--- config.mk ---
export PLATFORM = sky130hd
export DESIGN_NAME = dmem_arbiter_flat
export DESIGN_NICKNAME = d
export VERILOG_FILES = /design/src/rtl/dmem_arbiter_if.sv /design/src/rtl/dmem_arbiter.sv /design/src/flat_wrapper.sv
export SDC_FILE = /design/constraint.sdc
export NUM_CORES = 1
export LEC_CHECK = 0
export CORE_AREA = 3 3 139 141
export DETAILED_ROUTE_END_ITERATION = 6
export DIE_AREA = 0 0 142 144
export PLACE_DENSITY = 0.76
export SLEW_MARGIN = 40
export SYNTH_ARGS = -nofsm -noshare
export SYNTH_HDL_FRONTEND = slang
export SYNTH_SLANG_ARGS = --single-unit
--- constraint.sdc ---
create_clock -name clk -period 1.95 [get_ports clk]
set_clock_uncertainty 0.1 [all_clocks]
set_input_delay 0.39 -clock clk [delete_from_list [all_inputs] [get_ports clk]]
set_output_delay 0.39 -clock clk [all_outputs]
set_load 0.01 [all_outputs]
--- src/rtl/dmem_arbiter_if.sv ---
// Bus bundle between two requesters, the arbiter and a single-port data memory.
// Handshake: a requester raises req (with we/addr/wdata) and the arbiter samples it in IDLE;
// gnt marks the one cycle the memory is driven for it, done pulses the cycle after, with rdata valid.
interface dmem_arbiter_if;
  logic        init_start;
  logic        init_busy;
  logic        m0_req;
  logic        m0_we;
  logic [31:0] m0_addr;
  logic [31:0] m0_wdata;
  logic        m0_gnt;
  logic        m0_done;
  logic [31:0] m0_rdata;
  logic        m1_req;
  logic        m1_we;
  logic [31:0] m1_addr;
  logic [31:0] m1_wdata;
  logic        m1_gnt;
  logic        m1_done;
  logic [31:0] m1_rdata;
  logic        mem_we;
  logic [31:0] mem_addr;
  logic [31:0] mem_wdata;
  logic [31:0] mem_rdata;

  modport slave (
    input  init_start, m0_req, m0_we, m0_addr, m0_wdata,
           m1_req, m1_we, m1_addr, m1_wdata, mem_rdata,
    output init_busy, m0_gnt, m0_done, m0_rdata, m1_gnt, m1_done, m1_rdata,
           mem_we, mem_addr, mem_wdata
  );

  modport master (
    output init_start, m0_req, m0_we, m0_addr, m0_wdata,
           m1_req, m1_we, m1_addr, m1_wdata, mem_rdata,
    input  init_busy, m0_gnt, m0_done, m0_rdata, m1_gnt, m1_done, m1_rdata,
           mem_we, mem_addr, mem_wdata
  );
endinterface

--- src/rtl/dmem_arbiter.sv ---
// Two-requester round-robin arbiter for a single-port data memory, with a
// zero-fill sweep of the whole memory after reset or on init_start.
module dmem_arbiter #(
  parameter int WORDS = 1024,
  parameter int IDX_W = 10
) (
  input  logic             clk,
  input  logic             reset,
  dmem_arbiter_if.slave    bus,
  output logic [1:0]       o_dbg_state
);

  typedef enum logic [1:0] {S_INIT = 2'd0, S_IDLE = 2'd1, S_ACC = 2'd2} state_t;

  state_t           r_state;
  state_t           w_next;
  logic [IDX_W-1:0] r_idx;
  logic             r_last;
  logic             r_win;
  logic             r_we;
  logic [31:0]      r_addr;
  logic [31:0]      r_wdata;
  logic [31:0]      r_rdata0;
  logic [31:0]      r_rdata1;
  logic             r_done0;
  logic             r_done1;
  logic             w_any;
  logic             w_pick;
  logic             w_idx_last;

  // On a tie the requester that was not granted last wins.
  assign w_any      = bus.m0_req | bus.m1_req;
  assign w_pick     = (bus.m0_req & bus.m1_req) ? ~r_last : bus.m1_req;
  assign w_idx_last = (r_idx == IDX_W'(WORDS - 1));

  always_ff @(posedge clk or negedge reset) begin
    if (!reset) r_state <= S_INIT;
    else        r_state <= w_next;
  end

  always_comb begin
    w_next = r_state;
    case (r_state)
      S_INIT:  if (w_idx_last) w_next = S_IDLE;
      S_IDLE: begin
        if (bus.init_start) w_next = S_INIT;
        else if (w_any)     w_next = S_ACC;
      end
      S_ACC:   w_next = S_IDLE;
      default: w_next = S_INIT;
    endcase
  end

  // The sweep outputs are held off while reset is asserted so the memory is never written in reset.
  always_comb begin
    bus.mem_we    = 1'b0;
    bus.mem_addr  = 32'h0;
    bus.mem_wdata = 32'h0;
    bus.init_busy = 1'b0;
    bus.m0_gnt    = 1'b0;
    bus.m1_gnt    = 1'b0;
    case (r_state)
      S_INIT: begin
        if (reset) begin
          bus.mem_we    = 1'b1;
          bus.mem_addr  = 32'({r_idx, 2'b00});
          bus.init_busy = 1'b1;
        end
      end
      S_ACC: begin
        bus.mem_we    = r_we;
        bus.mem_addr  = r_addr;
        bus.mem_wdata = r_wdata;
        bus.m0_gnt    = ~r_win;
        bus.m1_gnt    = r_win;
      end
      default: ;
    endcase
  end

  always_ff @(posedge clk or negedge reset) begin
    if (!reset) begin
      r_idx    <= '0;
      r_last   <= 1'b1;
      r_win    <= 1'b0;
      r_we     <= 1'b0;
      r_addr   <= 32'h0;
      r_wdata  <= 32'h0;
      r_rdata0 <= 32'h0;
      r_rdata1 <= 32'h0;
      r_done0  <= 1'b0;
      r_done1  <= 1'b0;
    end else begin
      r_done0 <= (r_state == S_ACC) & ~r_win;
      r_done1 <= (r_state == S_ACC) & r_win;
      case (r_state)
        S_INIT: r_idx <= w_idx_last ? '0 : r_idx + IDX_W'(1);
        S_IDLE: begin
          if (!bus.init_start && w_any) begin
            r_win   <= w_pick;
            r_we    <= w_pick ? bus.m1_we    : bus.m0_we;
            r_addr  <= w_pick ? bus.m1_addr  : bus.m0_addr;
            r_wdata <= w_pick ? bus.m1_wdata : bus.m0_wdata;
          end
        end
        S_ACC: begin
          r_last <= r_win;
          if (!r_we) begin
            if (r_win) r_rdata1 <= bus.mem_rdata;
            else       r_rdata0 <= bus.mem_rdata;
          end
        end
        default: ;
      endcase
    end
  end

  assign bus.m0_done  = r_done0;
  assign bus.m1_done  = r_done1;
  assign bus.m0_rdata = r_rdata0;
  assign bus.m1_rdata = r_rdata1;
  assign o_dbg_state  = r_state;

endmodule

--- src/flat_wrapper.sv ---
// flat-port wrapper written by rule: the top's interface ports become plain ports
module dmem_arbiter_flat 
#(
  parameter int WORDS = 1024,
  parameter int IDX_W = 10
)
  (clk, reset, o_dbg_state, bus_init_start, bus_m0_req, bus_m0_we, bus_m0_addr, bus_m0_wdata, bus_m1_req, bus_m1_we, bus_m1_addr, bus_m1_wdata, bus_mem_rdata, bus_init_busy, bus_m0_gnt, bus_m0_done, bus_m0_rdata, bus_m1_gnt, bus_m1_done, bus_m1_rdata, bus_mem_we, bus_mem_addr, bus_mem_wdata);
  dmem_arbiter_if bus_i ();
  input  logic clk;
  input  logic reset;
  output logic [1:0] o_dbg_state;
  input wire logic [$bits(bus_i.init_start)-1:0] bus_init_start;
  input wire logic [$bits(bus_i.m0_req)-1:0] bus_m0_req;
  input wire logic [$bits(bus_i.m0_we)-1:0] bus_m0_we;
  input wire logic [$bits(bus_i.m0_addr)-1:0] bus_m0_addr;
  input wire logic [$bits(bus_i.m0_wdata)-1:0] bus_m0_wdata;
  input wire logic [$bits(bus_i.m1_req)-1:0] bus_m1_req;
  input wire logic [$bits(bus_i.m1_we)-1:0] bus_m1_we;
  input wire logic [$bits(bus_i.m1_addr)-1:0] bus_m1_addr;
  input wire logic [$bits(bus_i.m1_wdata)-1:0] bus_m1_wdata;
  input wire logic [$bits(bus_i.mem_rdata)-1:0] bus_mem_rdata;
  output wire logic [$bits(bus_i.init_busy)-1:0] bus_init_busy;
  output wire logic [$bits(bus_i.m0_gnt)-1:0] bus_m0_gnt;
  output wire logic [$bits(bus_i.m0_done)-1:0] bus_m0_done;
  output wire logic [$bits(bus_i.m0_rdata)-1:0] bus_m0_rdata;
  output wire logic [$bits(bus_i.m1_gnt)-1:0] bus_m1_gnt;
  output wire logic [$bits(bus_i.m1_done)-1:0] bus_m1_done;
  output wire logic [$bits(bus_i.m1_rdata)-1:0] bus_m1_rdata;
  output wire logic [$bits(bus_i.mem_we)-1:0] bus_mem_we;
  output wire logic [$bits(bus_i.mem_addr)-1:0] bus_mem_addr;
  output wire logic [$bits(bus_i.mem_wdata)-1:0] bus_mem_wdata;
  assign bus_i.init_start = bus_init_start;
  assign bus_i.m0_req = bus_m0_req;
  assign bus_i.m0_we = bus_m0_we;
  assign bus_i.m0_addr = bus_m0_addr;
  assign bus_i.m0_wdata = bus_m0_wdata;
  assign bus_i.m1_req = bus_m1_req;
  assign bus_i.m1_we = bus_m1_we;
  assign bus_i.m1_addr = bus_m1_addr;
  assign bus_i.m1_wdata = bus_m1_wdata;
  assign bus_i.mem_rdata = bus_mem_rdata;
  assign bus_init_busy = bus_i.init_busy;
  assign bus_m0_gnt = bus_i.m0_gnt;
  assign bus_m0_done = bus_i.m0_done;
  assign bus_m0_rdata = bus_i.m0_rdata;
  assign bus_m1_gnt = bus_i.m1_gnt;
  assign bus_m1_done = bus_i.m1_done;
  assign bus_m1_rdata = bus_i.m1_rdata;
  assign bus_mem_we = bus_i.mem_we;
  assign bus_mem_addr = bus_i.mem_addr;
  assign bus_mem_wdata = bus_i.mem_wdata;
  dmem_arbiter #(.WORDS(WORDS), .IDX_W(IDX_W)) u_core (.clk(clk), .reset(reset), .bus(bus_i), .o_dbg_state(o_dbg_state));
endmodule
# == Yosys cells after proc, flatten, opt, wreduce, memory -nomap -nowiden ==
# Cells that the tools add are included.
# W data, S select, Z words.
# totals
ff_bits,145
elab_cells,48
# classes
n_eq_ne,5
n_addsub,1
n_reduce_logical,7
muxes,17
bitwise,7
# ops
operator,n
$mux W32,3
$pmux W32 S2,1
$mux W12,1
$add A10 B1 Y10 const B,1
$eq A10 B10 Y1 const B,1
$mux W10,1
$mux W1,6
$mux W2,3
$pmux W2 S3,1
$reduce_and A3 Y1,2
$reduce_and A2 Y1,2
$and A1 B1 Y1,3
$ne A3 B2 Y1 const B,1
$not A1 Y1,3
$eq A2 B1 Y1 const B,1
$eq A2 B2 Y1 const B,1
$logic_not A2 Y1,1
$ne A2 B1 Y1 const B,1
$pmux W1 S2,1
$logic_and A1 B1 Y1,1
$logic_not A1 Y1,1
$or A1 B1 Y1,1

# == Depth between registers and ports, before layout ==
# depth
depth_word,4
depth_mapped,6
depth_no_buf,4

# == Worst setup path before layout ==
# OpenSTA, ideal clock, no wires.
# synth_timing
path_type,register to output
startpoint,"register u_core.r_state[0], in the netlist u_core.o_dbg_state[0]"
endpoint,output bus_mem_addr[3]
setup_slack_ps,-3
required_ps,1460
stages_incl_launch_ff,6
arrival_time_ps,1463
cell_sequence,dfrtp_1 buf_6 and2b_1 clkbuf_1 clkbuf_1 a22o_1
# synth_via
elab_chain_len,2
# synth_lines
element,line_no,rtl
from (decl),dmem_arbiter.sv:15,state_t r_state;
from (signal assigned),dmem_arbiter.sv:38,else r_state <= w_next;
$eq A2 B2 Y1 / $logic_not A2 Y1 (equally long branches),dmem_arbiter.sv:62,case (r_state)
$pmux W32 S2 *,dmem_arbiter.sv:62,
to (decl),flat_wrapper.sv:30,output wire logic [$bits(bus_i.mem_addr)-1:0] bus_mem_addr;
# Every way passes the cells marked *; elsewhere a longest branch is shown, timed or not.

# == Worst setup path in the final report ==
# layout_timing
startpoint,"register u_core.r_state[0], in the netlist u_core.o_dbg_state[0]"
endpoint,output bus_mem_addr[12]
# Same word-level chain as after synthesis.

==> results by group <==
Status
  – Status: finished with violations
  – Violated checks: design-rule violations, negative setup slack

STA
  – Unrepaired setup endpoints after global routing: true
  – Period minus WS final: 2.22 ns
  – Final Setup Violations: 66
  – Max Slew Vio Count: 0
  – Fin crit share: 114%
  – Worst-Margin Slew: 0.682 ns
  – Final WS setup: -0.272 ns
  – Final hold vios: 0
  – Final Hold Slack: 0.0380 ns
  – Max Fclk: 450 MHz
  – Worst slew margin: 54.5%
  – Final setup TNS: -13.90 ns

Synthesis
  – Syn. warnings: 0
  – Simple-gate share of the synthesized area: 7.51%
  – Post-Synthesis Cells: 493
  – Main combinational cell family by area after synthesis: multiplexers
  – Compound-Gate Fraction of Synth Area: 2.92%
  – Yosys reg bits: 145
  – Post-synth EDFFs: 0
  – Post-synthesis adder-cell area fraction: 0.181%
  – Synth Net Count: 661
  – Post-synth top flop: dfrtp_1
  – Post-Syn Area: 6910 um2
  – Seq/Total Area, Yosys: 52.5%
  – Yosys cell types: 40
  – Post-synthesis mux area share: 33.3%
  – Synth async-reset ratio: 100%
  – Synthesized-area fraction occupied by xor and xnor cells: 0.507%
  – Synth Area per Inst: 14.0 um2

Floorplan
  – Starting Density: 38.2%
  – Core area: 18100 um2
  – Num rows: 49
  – DIE WIDTH: 142 um
  – DIE AREA: 20400 um2
  – Vert. Die Dim: 144 um
  – # IOs: 303

Clock tree
  – Clk root buf: clkbuf_16
  – Clk sinks: 145
  – H-tree depth: 4
  – CTS tree: built
  – Inserted Clock Buffers: 17
  – Post-cts hold buffer count: 0
  – CTS clk-pin slew, worst paths: 0.07 ns
  – Clock Latency Late Sink: 0.42 ns
  – Bufs on Longest Clock Path: 2

Route
  – Drt total wl: 21500 um
  – Detailed router's first-iteration violation count: 147
  – Routed vias/inst: 4.98
  – Vias: 5371
  – DRC viols: 4
  – Final ANT Viol Nets: 0
  – Mean routed wirelength per cell: 19.9 um
  – TritonRoute pass-1 iters: 7

Worst setup path
  – FF-to-FF End: u_core.r_addr[5]$_DFFE_PN0P_
  – CP Capture Type: output pin
  – CP Launch Type: flop
  – Critical-path maximum fanout: 8
  – Worst EP arrival: 1.73 ns
  – Required time of the worst setup path: 1.46 ns
  – Critical path capture point: bus_mem_addr[12]
  – R2R setup slack: 0.03 ns
  – Worst r2r path cells: 7
  – Setup CP Type: flop to output pin
  – Crit. Startpoint: u_core.o_dbg_state[0]$_DFFE_PN0P_
  – RR Startpoint: u_core.o_dbg_state[1]$_DFFE_PN0P_

Placed design
  – PortBufs: 302
  – Hpwl dp: 13900 um
  – Pre-CTS WS: -0.382 ns
  – Dpl cell area: 10300 um2
  – RD Place Congestion: 0.802
  – Placed cell count: 1015

GRT
  – Met3 usage: 6.81%
  – Grt total ovfl: 0
  – Gr busiest metal: met2
  – Gr usage total: 19.4%
  – Met2 Resource Use GR: 33.6%
  – Largest net degree at the start of global routing: 80
  – First-pass GRT wire length: 31200 um
  – Initial antenna violation count: 0
  – Vias in the first global route: 5748
  – Met1 Resource Use GR: 23.0%

Pwr
  – Leak: 5.34 nW
  – Overall Power: 7.04 mW
  – Peak VDD IR: 0.570 mV
  – Pwr dens: 609 nW/um2

Layout
  – P&R area growth vs syn: 67.2%
  – FILL cells: 1339
  – Design area: 11600 um2
  – Area occupied by multi-input gates: 3270 um2
  – Most frequent cells in the layout: clkdlybuf4s50_1 (231), mux2_2 (150), dfrtp_1 (143)
  – Layout Cells excl Fill: 1078
  – Nets: 1004
  – Most common cell after layout, fill and taps aside: clkdlybuf4s50_1
  – Final core area utilization: 63.9%
  – Share of layout cells above drive strength 1: 46.5%
  – FF/Latch Area: 3630 um2
  – N_diodes: 0

Flow run
  – Max Cap Viol: 0

Worst hold path
  – Hold Crit Class: primary input to async pin
worst min-delay path by stage:
stage / startpoint / endpoint / slack (ns)
CTS: reset / u_core.r_addr[4]$_DFFE_PN0P_ / 0.12
detailed placement: u_core.bus.m0_rdata[31]$_DFFE_PN0P_ / u_core.bus.m0_rdata[31]$_DFFE_PN0P_ / 0.37
global placement: u_core.bus.m0_rdata[31]$_DFFE_PN0P_ / u_core.bus.m0_rdata[31]$_DFFE_PN0P_ / 0.37
floorplan: reset / u_core.bus.m0_done$_DFF_PN0_ / -0.006
global route: reset / u_core.bus.m0_rdata[17]$_DFFE_PN0P_ / 0.08
finish: reset / u_core.bus.m1_done$_DFF_PN0_ / 0.04
synth_stat cells (2+ instances only):
master,count,share of area (%)
buf_4,6,0.65
nand3_1,3,0.22
inv_1,2,0.11
or3_1,2,0.18
o21ai_0,7,0.51
mux2_1,5,0.81
dfrtp_1,144,52
buf_6,6,0.98
xor2_1,2,0.25
a21o_1,2,0.22
mux2_2,160,26
or4_1,2,0.22
nand2_1,8,0.43
buf_2,11,0.80
nor2_1,5,0.27
clkbuf_1,8,0.43
nand4_1,3,0.27
xnor2_1,2,0.25
mux2_4,29,6.3
nor3_1,2,0.14
a22o_1,10,1.3
nor3_2,2,0.29
and2_1,55,5.0
logic make-up after synthesis:
kind of cell / Yosys count
adders and majority gates: 1
muxes: 195
and+or+nand+nor: 87
AOI/OAI and AO/OA: 27
buffers and inverters: 34
xor gates and xnor gates: 4
DFF: 145
metal layers:
metal | share of wire (%) | wire length (um)
met5 | 0 | 0
met1 | 40 | 8530
met2 | 51 | 10900
met4 | 1.3 | 285
met3 | 8.0 | 1720
worst max-delay path, cell delays in order (launching register included):
cell	delay [ns]
dfrtp_1	0.40
and2b_4	0.32
buf_12	0.15
buf_16	0.13
buf_6	0.09
and2_4	0.13
buf_6	0.09
sequential cells by signal (all words and copies together) (netlist names):
name,count
u_core.o_dbg_state,2
u_core.r_win,1
u_core.bus.m1_done,1
u_core.bus.m1_rdata,32
u_core.bus.m0_rdata,32
u_core.r_addr,32
u_core.r_last,1
u_core.r_idx,10
u_core.bus.m0_done,1
u_core.r_we,1
u_core.r_wdata,32
report_power, final:
group	leakage (nW)	total [mW]	internal (mW)	switching, mW
Sequential	2.00	3.01	3.01	0
Clock	0.295	3.40	1.95	1.45
Combinational	3.05	0.631	0.431	0.199
cell type report:
type	count	area share, %
timing repair buffer	356	32.4
sequential	145	31.4
multi-input combinational	314	28.3
clock buffer	17	3.68
tap	229	2.48
clock inverter	15	1.66
inverter	2	0.0650
what timing repair did:
action | CTS | global route
pin swaps | 13 | 31
gates cloned | 6 | 7
resized for setup | 307 | 94
setup buffers | 12 | 7
endpoints found under the setup margin | 70 | 108
Note: power is estimated with default switching activity, not from simulation.
